[src/rtl/matrix_stream_feeder.sv]
// Holds two n x n matrices and streams A row-major / B column-major element
// pairs to a multiplier over an out_stb/in_ack handshake.
module matrix_stream_feeder #(
    parameter int unsigned LOG_SIZE = 2
) (
    input  logic                  clk,
    input  logic                  rst,
    input  logic                  wr_en,
    input  logic                  wr_sel,
    input  logic [2*LOG_SIZE-1:0] wr_addr,
    input  logic [31:0]           wr_data,
    input  logic                  start,
    output logic                  busy,
    output logic                  done,
    output logic [31:0]           a,
    output logic [31:0]           b,
    output logic                  out_stb,
    input  logic                  in_ack
);

    localparam int unsigned AW = 2 * LOG_SIZE;
    localparam int unsigned N  = 1 << AW;

    typedef enum logic [1:0] {
        IDLE,
        SEND,
        FINISH
    } state_t;

    state_t          state_q, state_d;
    logic [AW-1:0]   idx_q, idx_d;
    logic [31:0]     a_q, a_d;
    logic [31:0]     b_q, b_d;
    logic            stb_q, stb_d;

    logic [31:0]     mem_a [N];
    logic [31:0]     mem_b [N];

    logic [AW-1:0]   fetch_idx;
    logic [AW-1:0]   fetch_bidx;
    logic            load;
    logic [31:0]     a_rd;
    logic [31:0]     b_rd;

    // Storage is deliberately not reset; writes only land while idle.
    always_ff @(posedge clk) begin
        if (wr_en && (state_q == IDLE)) begin
            if (wr_sel) begin
                mem_b[wr_addr] <= wr_data;
            end else begin
                mem_a[wr_addr] <= wr_data;
            end
        end
    end

    always_ff @(posedge clk or negedge rst) begin
        if (!rst) begin
            state_q <= IDLE;
            idx_q   <= '0;
            a_q     <= '0;
            b_q     <= '0;
            stb_q   <= 1'b0;
        end else begin
            state_q <= state_d;
            idx_q   <= idx_d;
            a_q     <= a_d;
            b_q     <= b_d;
            stb_q   <= stb_d;
        end
    end

    always_comb begin
        state_d   = state_q;
        idx_d     = idx_q;
        a_d       = a_q;
        b_d       = b_q;
        stb_d     = stb_q;
        fetch_idx = '0;
        load      = 1'b0;

        case (state_q)
            IDLE: begin
                if (start) begin
                    state_d = SEND;
                    idx_d   = '0;
                    stb_d   = 1'b1;
                    load    = 1'b1;
                end
            end
            SEND: begin
                if (stb_q && in_ack) begin
                    if (idx_q == '1) begin
                        state_d = FINISH;
                        stb_d   = 1'b0;
                    end else begin
                        idx_d     = idx_q + 1'b1;
                        fetch_idx = idx_q + 1'b1;
                        load      = 1'b1;
                    end
                end
            end
            FINISH: begin
                state_d = IDLE;
            end
            default: begin
                state_d = IDLE;
            end
        endcase

        // Column-major B index is the row-major index with row/col halves swapped.
        fetch_bidx = {fetch_idx[LOG_SIZE-1:0], fetch_idx[AW-1:LOG_SIZE]};
        a_rd       = mem_a[fetch_idx];
        b_rd       = mem_b[fetch_bidx];

        // A write coinciding with start is forwarded so element 0 sees it.
        if ((state_q == IDLE) && wr_en && !wr_sel && (wr_addr == fetch_idx)) begin
            a_rd = wr_data;
        end
        if ((state_q == IDLE) && wr_en && wr_sel && (wr_addr == fetch_bidx)) begin
            b_rd = wr_data;
        end

        if (load) begin
            a_d = a_rd;
            b_d = b_rd;
        end
    end

    assign a       = a_q;
    assign b       = b_q;
    assign out_stb = stb_q;
    assign busy    = (state_q != IDLE);
    assign done    = (state_q == FINISH);

endmodule

[config.mk]
export PLATFORM = sky130hd
export DESIGN_NAME = matrix_stream_feeder
export DESIGN_NICKNAME = d
export VERILOG_FILES = /design/src/rtl/matrix_stream_feeder.sv
export SDC_FILE = /design/constraint.sdc
export NUM_CORES = 1
export LEC_CHECK = 0
export ABC_AREA = 0
export BUFFER_PORTS_ARGS = -buffer_cell sky130_fd_sc_hd__buf_2
export CORE_ASPECT_RATIO = 2
export CORE_MARGIN = 10
export CORE_UTILIZATION = 30
export CTS_BUF_LIST = sky130_fd_sc_hd__clkbuf_2 sky130_fd_sc_hd__clkbuf_4 sky130_fd_sc_hd__clkbuf_8
export DETAILED_ROUTE_END_ITERATION = 7
export GPL_ROUTABILITY_DRIVEN = 1
export RECOVER_POWER = 25
export SYNTH_ARGS = -nofsm -noshare
export SYNTH_HDL_FRONTEND = slang
export SYNTH_SLANG_ARGS = --single-unit
[constraint.sdc]
create_clock -name clk -period 6.9 [get_ports clk]
set_clock_uncertainty 0.15 [all_clocks]
set_input_delay 1.38 -clock clk [delete_from_list [all_inputs] [get_ports clk]]
set_output_delay 1.38 -clock clk [all_outputs]
set_load 0.05 [all_outputs]
# Word level (Yosys, flattened, before mapping)
# Memories as Yosys holds them, arrays and structs flattened. A register that Yosys moved wholly into a read port is not among the register bits.
# Cells that the tools add are included.
totals:
  input_bits: 42
  output_inout_bits: 67
  ramBits: 1024
  mem_count: 2
  reg_bits: 7
classes:
  add_sub_neg: 1
  reduce_logical: 10
  eq_ne: 7
  muxes: 25
memory_table:
  columns: ["name", "depth", "width", "rd", "rd_clocked_by_memory_dff", "write_ports", "line_no", "text"]
  rows:
  - ["mem_a", 16, 32, 1, 1, 1, "36", "logic [31:0] mem_a [N];"]
  - ["mem_b", 16, 32, 1, 1, 1, "37", "logic [31:0] mem_b [N];"]
ops:
  columns: ["op", "count"]
  rows:
  - ["$mux W4", 6]
  - ["$mux W1", 12]
  - ["$ne A2 B2 Y1 const B", 4]
  - ["$pmux W4 S2", 1]
  - ["$reduce_and A4 Y1", 2]
  - ["$mux W2", 3]
  - ["$add A4 B1 Y4 const B", 1]
  - ["$eq A4 B4 Y1 const B", 1]
  - ["$pmux W1 S2", 2]
  - ["$pmux W2 S2", 1]
  - ["$reduce_bool A2 Y1", 2]
  - ["$reduce_and A3 Y1", 1]
  - ["$eq A2 B1 Y1 const B", 1]
  - ["$eq A2 B2 Y1 const B", 1]
  - ["$logic_and A1 B1 Y1", 2]
  - ["$logic_not A1 Y1", 2]
  - ["$logic_not A2 Y1", 1]

# Logic depth before layout (Yosys ltp)
# Gate-level depths: netlist of the first run.
logic_depth:
  ltp_word: 4
  ltp_mapped: 10
  mapped_depth_nobuf: 7

# Worst setup path before layout of the first run
# Ideal clock, no wire load.
synth_timing:
  kind: "input to register"
  from: "input wr_addr[1]"
  to: "memory mem_b[12][0], enable pin"
  setup_slack_ns: 2.967
  t_arrival_ns: 3.362
  required_ns: 6.329
  setup_ns: 0.421
  path_stages: 4
  path_buffers: 2
  path_cell_list: "buf_2 -> or2_2 -> clkbuf_1 -> nor2_1"
synth_lines:
  columns: ["item", "line_no", "text"]
  rows:
  - ["start, declared", "10", "input logic [2*LOG_SIZE-1:0] wr_addr,"]
  - ["end, declared", "37", null]
# Straight into the memory's write port.

# Worst setup path in the final report of the first run
layout_timing:
  from: "register idx_q[0]"
  to: "register b_q[2] (netlist: b[2]) (read register of mem_b)"
layout_between:
  elab_chain_cells: 4
  elab_cells_between_ends: 8
layout_rtl:
  columns: ["item", "line_no", "text"]
  rows:
  - ["start, declared", "31", "logic [AW-1:0] idx_q, idx_d;"]
  - ["start signal, assigned", "65", "idx_q <= idx_d;"]
  - ["$add A4 B1 Y4 / $eq A4 B4 Y1 (equally long branches)", "97, 92", null]
  - ["$mux W4 / $mux W1 (equally long branches)", "92", "if (idx_q == '1) begin"]
  - ["$mux W4 / $mux W1 (equally long branches)", "91", "if (stb_q && in_ack) begin"]
  - ["$mux W4 / $pmux W1 S2 (equally long branches)", "81", "case (state_q)"]
  - ["end, declared", "33", "logic [31:0] b_q, b_d;"]
# Several ways; a longest one is shown, not always the timed one.
# A chain may end at the register's enable or synchronous reset.

==> results_dict.tcl, run 1 <==
set metrics [dict create \
    dpl_cell_area_mm2 0.04628 \
    core_region_area_mm2 0.1439 \
    synth.yosys.warnings 0 \
    clock_tree.root_cell "sky130_fd_sc_hd__clkbuf_8" \
    clk_latency_ns 0.83 \
    synth_top_cell_area_share_pct 70.93 \
    start_util_pct 30.12 \
    critPathLaunchType "flop" \
    cp_data_required_time_ns 7.48 \
    die_y_um 557.6 \
    tritoncts "done" \
    globalRouteOverflowTotal 0 \
    path_buf_inv 1 \
    ys_ff_latch 1095 \
    design_area_mm2 0.04913 \
    path_max_fanout 92 \
    data_arrival_time_of_the_critical_path_ns 4.62 \
    postSynth.asyncResetShare_pct 6.484 \
    postCtsHoldBufs 0 \
    r2r.worst_path.cells 8 \
    setup.worst_path.start "idx_q[0]" \
    violations "max-capacitance violations, max-slew violations" \
    final_net_count 2804 \
    io_buffer_count 108 \
    commonest_non_fill_non_tap_cells_in_the_layout "sky130_fd_sc_hd__edfxtp_1 (1024), sky130_fd_sc_hd__mux2i_1 (193), sky130_fd_sc_hd__nand2_1 (179)" \
    synth.net_count 2693 \
    setup_tns_ns 0 \
    worst_slack_at_placement_ns 2.267 \
    gp_routability_congestion 0.7730 \
    clock_sinks 1095 \
    clockBufferDepth 3 \
    clk_pin_slew_worst_paths_ns 0.07 \
    critical_path.cell_chain "ha_4 > nand3_1 > nand2_4 > buf_4 > a2111oi_0 > a311oi_1 > nor4_1 > a21oi_1" \
    wl_per_cell_um 27.13 \
    fin_crit_ns 4.041 \
    largest_net_degree_at_the_start_of_global_routing 129 \
    slew_headroom_pct -78.25 \
    hold_start "state_q[1]" \
    area_growth_pct 13.33 \
    run_status "finished with violations" \
    placed_cells_incl_taps 4502 \
    critical_path_endpoint_category "flop" \
    dominantRegCellSynth "sky130_fd_sc_hd__edfxtp_1" \
    post-route-period-util_pct 58.56 \
    post_layout_nonfiller_instances 4769 \
    detail_route.wirelength_um 129400 \
    vias_per_cell 5.359 \
    num-fill-cells 13870 \
    crit_path_max_incr_delay_ns 0.91 \
    fp-row-count 197 \
    layout_commonest_cell "sky130_fd_sc_hd__edfxtp_1" \
    first_pass_grt_wire_length_um 185300 \
    tightest_slew_ns 2.674 \
    min_path_type "reg -> reg" \
    timing_worst_setup_path_type "reg -> reg" \
    post_cts_resized 0 \
    synth_cell_types 50 \
    detailroute.via_count 25560 \
    num_io_pins 109 \
    cp_slowest_cell "sky130_fd_sc_hd__buf_4" \
    grt_antenna_before_repair 13 \
    drc 0 \
    post_synth_main_area_contributors "sky130_fd_sc_hd__edfxtp_1 (71%), sky130_fd_sc_hd__mux2i_1 (4.5%), sky130_fd_sc_hd__dfrtp_1 (4.1%)" \
    rsz0062_at_grt "no" \
    vdd_drop_max_mv 0.1928 \
    timing.hold.worst_path_depth 1 \
    timing.final.setup_violations 0 \
    r2r_slack_ns 2.86 \
    number_of_global_route_vias_before_repair 26290 \
    reported_leakage_power_nw 16.22 \
    synthesized_cell_area_mm2 0.04335 \
    total_iterations_of_the_first_detailed_routing_run 5 \
    detail_route_antenna_nets 0 \
    whs_ns 0.3582 \
    synth_sequential_area_ratio_pct 75.03 \
    critical_path_depth 8 \
    powerDensity_mw_per_mm2 278.7 \
    detailed_place_hpwl_um 71430 \
    globalRouteTotalUtil_pct 15.75 \
    cts_inserted_buffers 147 \
    timing.critical_path.max_delay_family "simple AND/OR/NAND/NOR gates" \
    synth.avg_cell_area_um2 16.36 \
    drt_iter0_markers 1977 \
    maxcap_viol_count 18 \
    synth-edff-count 1024 \
    yosys.area.top_type "sky130_fd_sc_hd__edfxtp_1" \
    maxClockFrequency_mhz 247.5 \
    finalMaxSlewViolations 596 \
    clock_tree.htree_level_count 4 \
    post_route_cells_drive_above_1_share_pct 17.43 \
    floorplan.die_area_mm2 0.1610 \
    setup_slack_ns 2.860 \
    die_width_um 288.8 \
    timing.final.hold_violations 0 \
    worst_r2r_startpoint "idx_q[0]" \
    synthesis.instances 2650 \
    post-cts-setup-buffer-count 0 \
]
## flip-flops by register name, summed over array words and instances, names as in the netlist
signal / count
state_q: 2
a: 32
b: 32
idx_q: 4
mem_b: 512
out_stb: 1
mem_a: 512
## metrics by stage
step	util, %	total power (W)
final	34.13	0.01369
after global routing	34.13	0.01416
after CTS	34.15	0.01383
after detailed placement	32.15	0.009005
after global placement	32.15	0.008995
after floorplan	-	0.008376
## layout make-up
| class | instances | area (µm²) | area share [%] |
|---|---|---|---|
| repair buffers | 180 | 1099 | 2.236 |
| well taps | 1890 | 2365 | 4.813 |
| flip-flops and latches | 1095 | 32530 | 66.21 |
| inverters | 4 | 16.27 | 0.03311 |
| multi-input cells | 1333 | 10230 | 20.83 |
| clock buffers | 200 | 2496 | 5.081 |
| clock inverters | 62 | 381.6 | 0.7767 |
| diodes | 5 | 12.51 | 0.02547 |
## power breakdown
group	internal (W)	switching (W)
Combinational	0.000373	0.000993
Clock	0.00246	0.00241
Sequential	0.00735	0.000109
Total	0.0102	0.00351
## worst paths after layout
path	to
worst max-delay path	b[2]
worst min-delay path	state_q[0]
worst max register to register	b[2]
worst min register to register	state_q[0]
max in group asynchronous	a[29]
min in group asynchronous	idx_q[3]
## logic make-up (layout without fill, tap and decap cells)
logic type	count (synthesis)	count (layout)	synth area share, %
flip-flops	1095	1095	75.03
AO/OA/AOI/OAI	559	559	9.922
AND/OR/NAND/NOR	510	510	5.726
multiplexers	256	256	6.924
buffers and inverters	222	446	2.214
XOR/XNOR	7	7	0.1587
adder cells (fa/ha/maj)	1	1	0.02886
other	0	5	0
## routing by layer
layer | GRT usage [%] | share of wire, % | wire [µm]
met5 | 0 | 0.039 | 51
met4 | 6.885 | 3.9 | 5090
met3 | 2.751 | 5.6 | 7198
met2 | 28.91 | 54 | 69300
met1 | 17.52 | 37 | 47740
## cells in the mapped netlist, types with 2 or more instances
cell and count:
sky130_fd_sc_hd__edfxtp_1 1024, sky130_fd_sc_hd__mux2i_1 193, sky130_fd_sc_hd__nand2_1 181, sky130_fd_sc_hd__and3_1 160, sky130_fd_sc_hd__clkbuf_1 134, sky130_fd_sc_hd__a2111oi_0 129
sky130_fd_sc_hd__nor2_1 109, sky130_fd_sc_hd__dfrtp_1 71, sky130_fd_sc_hd__a211oi_1 65, sky130_fd_sc_hd__a311oi_1 64, sky130_fd_sc_hd__o211ai_1 61, sky130_fd_sc_hd__buf_2 58
sky130_fd_sc_hd__a21oi_1 40, sky130_fd_sc_hd__o221ai_1 33, sky130_fd_sc_hd__mux4_2 32, sky130_fd_sc_hd__nor4_1 32, sky130_fd_sc_hd__o2bb2ai_1 32, sky130_fd_sc_hd__mux2_2 31
sky130_fd_sc_hd__o22ai_1 31, sky130_fd_sc_hd__o311ai_0 31, sky130_fd_sc_hd__a31oi_1 30, sky130_fd_sc_hd__o21ai_0 27, sky130_fd_sc_hd__buf_1 13, sky130_fd_sc_hd__buf_4 10
sky130_fd_sc_hd__nand3_1 9, sky130_fd_sc_hd__o21ai_1 9, sky130_fd_sc_hd__xnor2_1 5, sky130_fd_sc_hd__inv_1 4, sky130_fd_sc_hd__nand4_1 3, sky130_fd_sc_hd__o2111ai_1 3
sky130_fd_sc_hd__buf_6 2, sky130_fd_sc_hd__nand2_2 2, sky130_fd_sc_hd__nand2b_1 2, sky130_fd_sc_hd__nor2b_1 2, sky130_fd_sc_hd__or2_2 2, sky130_fd_sc_hd__or4_1 2
(Power assumes the default switching activity.)
==> run 2: changes to the inputs <==
==> constraint.sdc (replaced) <==
create_clock -name clk -period 3.53 [get_ports clk]
set_clock_uncertainty 0.15 [all_clocks]
set_input_delay 0.706 -clock clk [delete_from_list [all_inputs] [get_ports clk]]
set_output_delay 0.706 -clock clk [all_outputs]
set_load 0.05 [all_outputs]
==> run 2 against run 1 <==
  * Sequential cell count unchanged
  * Combinational power increased by 100%
  * Sequential share of layout area decreased by 1.4 points
  * Critical endpoint is now a[7]
  * Critical path depth decreased by 1
  * The run still ends with max-capacitance violations, max-slew violations left
  * Die area unchanged
==> results_dict.tcl, run 2 (same netlist as run 1, synthesis figures left out) <==
set metrics [dict create \
    run_status "finished with violations" \
    violations "max-capacitance violations, max-slew violations" \
    setup_tns_ns 0 \
    area_growth_pct 15.83 \
    detail_route_antenna_nets 0 \
    post-route-period-util_pct 94.03 \
    grt_antenna_before_repair 9 \
    clk_latency_ns 0.80 \
    globalRouteTotalUtil_pct 16.49 \
    vias_per_cell 5.436 \
    total_iterations_of_the_first_detailed_routing_run 5 \
    worstReg2RegEnd "a[7]" \
    dpl_cell_area_mm2 0.04738 \
    min_path_type "in -> reg" \
    power.sequential.fraction_pct 54.3 \
    start_util_pct 30.12 \
    design_area_mm2 0.05022 \
    hold-path-endpoint "out_stb" \
    layout_commonest_cell "sky130_fd_sc_hd__edfxtp_1" \
    gp_routability_congestion 0.8234 \
    placed_cells_incl_taps 4579 \
    clock_power_share_pct 35.5 \
    drt_iter0_markers 2505 \
    maxClockFrequency_mhz 301.3 \
    cts_inserted_buffers 140 \
    largest_net_degree_at_the_start_of_global_routing 75 \
    slew_headroom_pct -20.68 \
    hold_start "in_ack" \
    maxcap_viol_count 19 \
    final_net_count 2875 \
    commonest_non_fill_non_tap_cells_in_the_layout "sky130_fd_sc_hd__edfxtp_1 (1024), sky130_fd_sc_hd__mux2i_1 (193), sky130_fd_sc_hd__nand2_1 (179)" \
    clockBufferDepth 3 \
    detail_route.wirelength_um 135800 \
    r2r_slack_ns 0.21 \
    post-cts-setup-buffer-count 0 \
    timing.final.setup_violations 0 \
    io_buffer_count 108 \
    path_max_fanout 21 \
    die_y_um 557.6 \
    core_region_area_mm2 0.1439 \
    netSwitchingFraction_pct 25.55 \
    reg.largest.list "mem_a (512), mem_b (512)" \
    die_width_um 288.8 \
    fin_crit_ns 3.319 \
    cp_data_required_time_ns 4.10 \
    globalRouteOverflowTotal 0 \
    floorplan.die_area_mm2 0.1610 \
    vdd_drop_max_mv 0.3017 \
    first_pass_grt_wire_length_um 192900 \
    finalMaxSlewViolations 664 \
    setup_slack_ns 0.2109 \
    tritoncts "done" \
    worst_slack_at_placement_ns 0.09515 \
    power_switching_w 0.006871 \
    clock_tree.root_cell "sky130_fd_sc_hd__clkbuf_8" \
    r2r.worst_path.cells 7 \
    reported_leakage_power_nw 16.79 \
    pwr-share-comb_pct 10.2 \
    clk_pin_slew_worst_paths_ns 0.07 \
    num_io_pins 109 \
    timing.final.hold_violations 0 \
    timing_worst_setup_path_type "reg -> reg" \
    post_layout_nonfiller_instances 4841 \
    tightest_slew_ns 1.810 \
    number_of_global_route_vias_before_repair 26920 \
    clock_tree.htree_level_count 4 \
    drc 0 \
    detailroute.via_count 26310 \
    internal_power_w 0.02002 \
    critPathLaunchType "flop" \
    worst_r2r_startpoint "idx_q[0]" \
    rsz0062_at_grt "no" \
    critical_path_endpoint_category "flop" \
    fp-row-count 197 \
    post_route_cells_drive_above_1_share_pct 19.86 \
    wl_per_cell_um 28.05 \
    detailed_place_hpwl_um 82940 \
    power_w 0.02689 \
    clock_sinks 1095 \
    powerDensity_mw_per_mm2 535.5 \
    timing.hold.worst_path_depth 4 \
    data_arrival_time_of_the_critical_path_ns 3.89 \
]
## run 2: through the flow
| stage | hold WS (ns) | utilization, % |
|---|---|---|
| after floorplan | 0.2604 | - |
| after global placement | 0.3341 | 32.91 |
| after detailed placement | 0.3551 | 32.91 |
| after CTS | 0.03667 | 34.89 |
| after global routing | 0.07950 | 34.88 |
| final | 0.09989 | 34.89 |
## run 2: worst max-delay path by stage
| stage | start | end | slack [ns] |
|---|---|---|---|
| after global routing | idx_q[0] | b[27] | 0.1 |
| after detailed placement | in_ack | a[7] | 0.1 |
| final | idx_q[0] | a[7] | 0.21 |
| after floorplan | wr_addr[1] | mem_b[12][0] | 0.27 |
| after CTS | idx_q[0] | a[7] | 0.19 |
| after global placement | in_ack | b[11] | 0.09 |
## run 2: timing repair
item                      4_1_cts  5_1_grt
resized for setup               0        0
hold buffers                    1        0
hold endpoints to repair       38        0
## run 2: metal layers
metal | share of wire [%] | vias up | global-route usage (%)
met5 | 0.049 | - | 0
met4 | 4.7 | 10 | 7.773
met3 | 5.7 | 304 | 2.856
met2 | 54 | 1044 | 30.95
met1 | 35 | 13780 | 17.52
li1 | - | 11170 | -
## run 2: cell type report
cell class,count,area [µm²]
Timing Repair Buffer,258,2218
Tap cell,1890,2365
Inverter,4,16.27
Multi-Input combinational cell,1333,10230
Clock buffer,200,2415
Clock inverter,55,426.7
Fill cell,13790,93730
Antenna cell,6,15.01
Sequential cell,1095,32530
## run 2: worst max-delay path, cell delays in order (launching register included)
cell                        delay, ns
sky130_fd_sc_hd__dfrtp_2         0.46
sky130_fd_sc_hd__ha_4            0.51
sky130_fd_sc_hd__or4_4           0.37
sky130_fd_sc_hd__buf_4           0.32
sky130_fd_sc_hd__nor2_1          0.06
sky130_fd_sc_hd__o311ai_0        0.91
sky130_fd_sc_hd__o2111ai_1       0.23
sky130_fd_sc_hd__a21oi_1         0.20
## run 2: power by group through the flow
stage | Clock, W | Sequential [W] | Combinational, W
floorplan | 0 | 0.0153 | 0.00106
global placement | 0 | 0.0149 | 0.00279
detailed placement | 0 | 0.0149 | 0.00281
CTS | 0.00975 | 0.0146 | 0.00282
global route | 0.0103 | 0.0146 | 0.00293
finish | 0.00954 | 0.0146 | 0.00275
